[src/rtl/voice_alloc.sv]
// Polyphonic voice allocator: scans one voice per cycle to pick a retrigger,
// free or stolen voice for note-on events, and releases matching voices on note-off.
module voice_alloc #(
  parameter int VOICES  = 8,
  parameter int V_WIDTH = 3
) (
  input  logic               OSC_CLK,
  input  logic               iRST_N,
  input  logic               ev_valid,
  output logic               ev_ready,
  input  logic               ev_on,
  input  logic [6:0]         ev_key,
  input  logic [7:0]         ev_vel,
  input  logic               all_off,
  input  logic [VOICES-1:0]  voice_free,
  output logic [VOICES-1:0]  keys_on,
  output logic               note_on,
  output logic [V_WIDTH-1:0] cur_key_adr,
  output logic [7:0]         cur_key_val,
  output logic [7:0]         cur_vel_on,
  output logic [7:0]         cur_vel_off,
  output logic               steal
);

  typedef enum logic [1:0] {IDLE, SCAN, COMMIT} state_t;

  localparam logic [V_WIDTH-1:0] LAST = V_WIDTH'(VOICES - 1);

  state_t             state;
  logic               lat_on;
  logic [6:0]         lat_key;
  logic [7:0]         lat_vel;
  logic [V_WIDTH-1:0] scan_idx;
  logic [V_WIDTH-1:0] steal_ptr;
  logic               match_hit;
  logic [V_WIDTH-1:0] match_idx;
  logic               free_hit;
  logic [V_WIDTH-1:0] free_idx;
  logic [6:0]         key_tab [VOICES];

  logic [V_WIDTH-1:0] on_target;
  logic               on_steal;

  assign ev_ready = (state == IDLE);

  // Note-on target: retrigger beats a free voice, which beats stealing.
  always_comb begin
    // NOTE: every always_comb output gets a default first so no latch is inferred.
    on_target = steal_ptr;
    on_steal  = 1'b0;
    if (match_hit) begin
      on_target = match_idx;
    end else if (free_hit) begin
      on_target = free_idx;
    end else begin
      on_steal = 1'b1;
    end
  end

  always_ff @(posedge OSC_CLK or negedge iRST_N) begin
    if (!iRST_N) begin
      state       <= IDLE;
      lat_on      <= 1'b0;
      lat_key     <= '0;
      lat_vel     <= '0;
      scan_idx    <= '0;
      steal_ptr   <= '0;
      match_hit   <= 1'b0;
      match_idx   <= '0;
      free_hit    <= 1'b0;
      free_idx    <= '0;
      keys_on     <= '0;
      note_on     <= 1'b0;
      steal       <= 1'b0;
      cur_key_adr <= '0;
      cur_key_val <= '0;
      cur_vel_on  <= '0;
      cur_vel_off <= '0;
      // NOTE: the key table is small and must read as zero after reset, so it is
      // reset as flops rather than inferred as a RAM.
      for (int i = 0; i < VOICES; i++) key_tab[i] <= '0;
    end else begin
      note_on <= 1'b0;
      steal   <= 1'b0;
      if (all_off) begin
        keys_on <= '0;
        state   <= IDLE;
      end else begin
        case (state)
          IDLE: begin
            if (ev_valid) begin
              // A zero-velocity note-on is a release with velocity 0.
              lat_on    <= ev_on && (ev_vel != '0);
              lat_key   <= ev_key;
              lat_vel   <= ev_vel;
              scan_idx  <= '0;
              match_hit <= 1'b0;
              free_hit  <= 1'b0;
              state     <= SCAN;
            end
          end
          SCAN: begin
            if (!match_hit && keys_on[scan_idx] && (key_tab[scan_idx] == lat_key)) begin
              match_hit <= 1'b1;
              match_idx <= scan_idx;
            end
            if (!free_hit && !keys_on[scan_idx] && voice_free[scan_idx]) begin
              free_hit <= 1'b1;
              free_idx <= scan_idx;
            end
            if (scan_idx == LAST) begin
              state <= COMMIT;
            end else begin
              scan_idx <= scan_idx + 1'b1;
            end
          end
          COMMIT: begin
            state <= IDLE;
            if (lat_on) begin
              keys_on[on_target] <= 1'b1;
              key_tab[on_target] <= lat_key;
              cur_key_adr        <= on_target;
              cur_key_val        <= {1'b0, lat_key};
              cur_vel_on         <= lat_vel;
              note_on            <= 1'b1;
              steal              <= on_steal;
              if (on_steal) begin
                steal_ptr <= (steal_ptr == LAST) ? '0 : steal_ptr + 1'b1;
              end
            end else if (match_hit) begin
              keys_on[match_idx] <= 1'b0;
              cur_key_adr        <= match_idx;
              cur_vel_off        <= lat_vel;
            end
          end
          default: state <= IDLE;
        endcase
      end
    end
  end

endmodule

[config.mk]
export PLATFORM = sky130hd
export DESIGN_NAME = voice_alloc
export DESIGN_NICKNAME = d
export VERILOG_FILES = /design/src/rtl/voice_alloc.sv
export SDC_FILE = /design/constraint.sdc
export NUM_CORES = 1
export LEC_CHECK = 0
export ABC_AREA = 1
export BUFFER_PORTS_ARGS = -buffer_cell sky130_fd_sc_hd__buf_2
export CAP_MARGIN = 20
export CORE_MARGIN = 8
export CORE_UTILIZATION = 55
export DETAILED_ROUTE_END_ITERATION = 8
export HOLD_SLACK_MARGIN = 0.03
export PLACE_DENSITY = 0.86
export SKIP_LAST_GASP = 1
export SYNTH_ARGS = -nofsm -noshare
export SYNTH_HDL_FRONTEND = slang
export SYNTH_SLANG_ARGS = --single-unit
[constraint.sdc]
create_clock -name OSC_CLK -period 2.35 [get_ports OSC_CLK]
set_input_delay 0.47 -clock OSC_CLK [delete_from_list [all_inputs] [get_ports OSC_CLK]]
set_output_delay 0.47 -clock OSC_CLK [all_outputs]
set_load 0.01 [all_outputs]
==> out/summary.txt <==
==============================================================================
Final #Nets                                                                829
Cell area after placement                                           6340 sq um
Clock tree root driver cell                                       sky130_fd_sc_hd__clkbuf_8
Worst-path fanout max                                                       34
Fraction of layout instances using a drive strength above 1              17.0%
Antenna Nets Post-Route                                                      0
Area of the core region                                            10300 sq um
Number of placement rows                                                    37
CTS tree                                                                  done
Cell type of the slowest stage on the worst timing path           sky130_fd_sc_hd__dfrtp_1
Number of warnings issued by yosys                                           0
Cell class contributing the biggest share of worst-path delay     simple AND/OR/NAND/NOR gates
Setup Buffers After CTS                                                      0
Final setup violating endpoints                                              0
Place WS                                                                330 ps
Number of I/O port buffers                                                  64
Syn-to-layout area delta                                                 18.6%
CP peak stage delay                                                     400 ps
Antenna violations before repair                                             0
Post-synth net total                                                       760
Total iterations of the first detailed-routing run                           5
Clock latency reported for the late side of the worst-skew pair         540 ps
Synth Instances                                                            728
Total detailed-routing wirelength                                 14900 microns
Max-slew violation count                                                     0
Share of the cycle needed by the critical path after routing             87.6%
Number of resized instances in the post-cts repair step                      0
Maximum Capacitance Violations                                               0
Commonest non-fill, non-tap cell in the layout                    sky130_fd_sc_hd__nand2_1
Number of primary I/O pins                                                  66
Routed wl met2                                                    6790 microns
Residual DRC count                                                           0
Total clock buffers created by CTS                                          17
Number of filler instances in the final layout                             807
Wire length the detailed router placed on met1                    6620 microns
Commonest non-fill, non-tap cells in the layout                   sky130_fd_sc_hd__nand2_1 (227), sky130_fd_sc_hd__dfrtp_1 (124), sky130_fd_sc_hd__inv_1 (81), sky130_fd_sc_hd__o21ai_0 (74), sky130_fd_sc_hd__buf_2 (63)
CTS sink cnt                                                               124
Actual slew at the worst max-slew pin                                   655 ps
Total via count in the routed design                                      5135
VDD IR max                                                            0.631 mV
Number of global-route vias before repair                                 5017
DP Wirelength                                                     10100 microns
Die boundary width                                                 119 microns
Critical path start-end classification                                 reg2reg
Max Freq                                                             0.486 GHz
Yosys top cell by area                                            sky130_fd_sc_hd__dfrtp_1
Aggregate global-route resource usage                                    22.0%
Cell Chain, Critical Path                                         inv_1 > nor2_1 > inv_1 > nor2_2 > inv_2 > nor2_8 > inv_4 > nor2_8 > nand3_2 > nand2_1 > o21ai_1
Final clock skew                                                       8.55 ps
Avg Inst Size Synth                                                 8.02 sq um
Number of diodes added for antenna fixing                                    0
Post-route cell area                                                6930 sq um
Worst Setup Start Kind                                               flip-flop
Pin count of the biggest net entering global routing                        49
Wire length on met3                                               1290 microns
Area enclosed by the die boundary                                  14200 sq um
Detail-routed via count per cell                                          5.43
Number of distinct library cells after synthesis                            35
First-iteration detailed-routing DRC count                                 459
Share of the synthesized area in the top cell type                       53.1%
Flip-flop and latch count after synthesis                                  124
Chip Height                                                        119 microns
Final GP Congestion                                                      0.960
Final min period                                                       2060 ps
Worst Path Arrival                                                     2470 ps
Wire length of the first global-routing pass                      25100 microns
Class of the tightest hold or removal check                             in2reg
Setup total negative slack                                                0 ps
CP Capture Type                                                      flip-flop
Uppermost layer routed                                                    met4
Buffer and inverter count on the worst path                                  4
Run status                                                        finished clean
H-tree Lvls                                                                  4
Post-route worst setup slack                                            292 ps
Post-DR wirelength/cell                                           15.8 microns
Effective utilization at floorplan                                       56.6%
Power per standard cell area                                       847 nW/um^2
Total Power                                                            5.87 mW
Number of failing hold endpoints at the final stage                          0
Clock tree buffer depth                                                      2
Clock Pin Slew Worst Setup and Hold Paths                                60 ps
CP required                                                            2760 ps
Worst slew margin relative to its limit                                  56.3%
Portion of the post-synthesis area used by sequential elements           53.1%
Main area contributors after synthesis                            sky130_fd_sc_hd__dfrtp_1 (53%), sky130_fd_sc_hd__nand2_1 (15%), sky130_fd_sc_hd__o21ai_0 (6.3%), sky130_fd_sc_hd__inv_1 (5.2%), sky130_fd_sc_hd__nand3_1 (5.0%)
Unrepaired setup endpoints after global routing                             no
Cell area after synthesis                                           5840 sq um
Static leakage                                                         3.43 nW
Total congestion overflow after global routing                               0
==============================================================================
==> registers in the layout, summed over array words and instances, names as in the netlist, 2 cells and up <==
| name | count |
|---|---|
| cur_key_adr | 3 |
| cur_key_val | 7 |
| cur_vel_off | 8 |
| cur_vel_on | 8 |
| free_idx | 3 |
| key_tab | 56 |
| keys_on | 8 |
| lat_key | 7 |
| lat_vel | 8 |
| match_idx | 3 |
| scan_idx | 3 |
| state | 2 |
| steal_ptr | 3 |
==> area by class of cell <==
class	count	area (sq um)	share of cell area (%)
repair buffers	81	490	7.08
clock buffers	18	418	6.03
well taps	136	170	2.46
flip-flops and latches	124	3100	44.8
inverters	88	333	4.80
multi-input cells	485	2250	32.5
clock inverters	14	159	2.29
==> synthesized netlist by cell type, drive strengths merged <==
cell type / number
o221a: 1
o221ai: 2
dfrtp: 124
inv: 88
nor2: 37
and2: 1
clkbuf: 11
buf: 20
a32oi: 1
nor3: 4
nand4: 2
o211ai: 3
o21ai: 121
a22oi: 1
a21oi: 13
conb: 1
a21boi: 1
ha: 4
nand3: 60
a211oi: 1
nand2: 230
nor4: 2
==> timing repair <==
action | in CTS | in global routing
hold buffers | 1 | 0
setup endpoints to repair | 0 | 0
hold endpoints to repair | 46 | 0
==> cells by family (layout without fill, tap and decap cells) <==
| logic type | count (synthesis) | after routing | share of synthesized area, % |
|---|---|---|---|
| simple gates | 336 | 336 | 24.6 |
| compound gates | 144 | 144 | 13.0 |
| flops | 124 | 124 | 53.1 |
| buf+inv | 119 | 201 | 8.35 |
| fa+ha+maj | 4 | 4 | 0.857 |
| other cells | 1 | 1 | 0.0642 |
==> metal layers <==
metal	track usage, %	vias to the layer above
li1	-	2475
met1	29.2	2424
met2	33.1	206
met3	6.75	30
met4	8.46	0
met5	0	-
==> tightest hold or removal path, delay by kind of cell <==
kind / cells / cell delay (ps)
buf+inv: 1 / 70
compound gates: 1 / 50
simple gates: 1 / 40
==> final timing paths <==
kind	start	to	slack [ps]	cells after the start
worst max-delay path	state[1]	key_tab[6]	290	11
worst min-delay path	ev_key[4]	lat_key[4]	140	3
worst max register to register	state[1]	key_tab[6]	290	11
worst min register to register	cur_key_adr[2]	cur_key_adr[2]	480	2
max in group asynchronous	iRST_N	key_tab[35]	1180	3
min in group asynchronous	iRST_N	key_tab[50]	500	2
==> per-stage QoR <==
step                hold slack (ps)  cells  util [%]
detailed placement              464    913      61.4
global route                    140    946      67.1
floorplan                       174    728         -
finish                          135    946      67.1
CTS                             132    946      67.1
global placement                463    913      61.4
==> power breakdown <==
part / internal (mW) / total [mW] / switching [mW]
Clock: 1.53 / 2.58 / 1.05
Sequential: 2.26 / 2.34 / 0.0860
Combinational: 0.288 / 0.948 / 0.660
Total: 4.08 / 5.87 / 1.79
No activity file was read; power rests on OpenSTA's default activity.
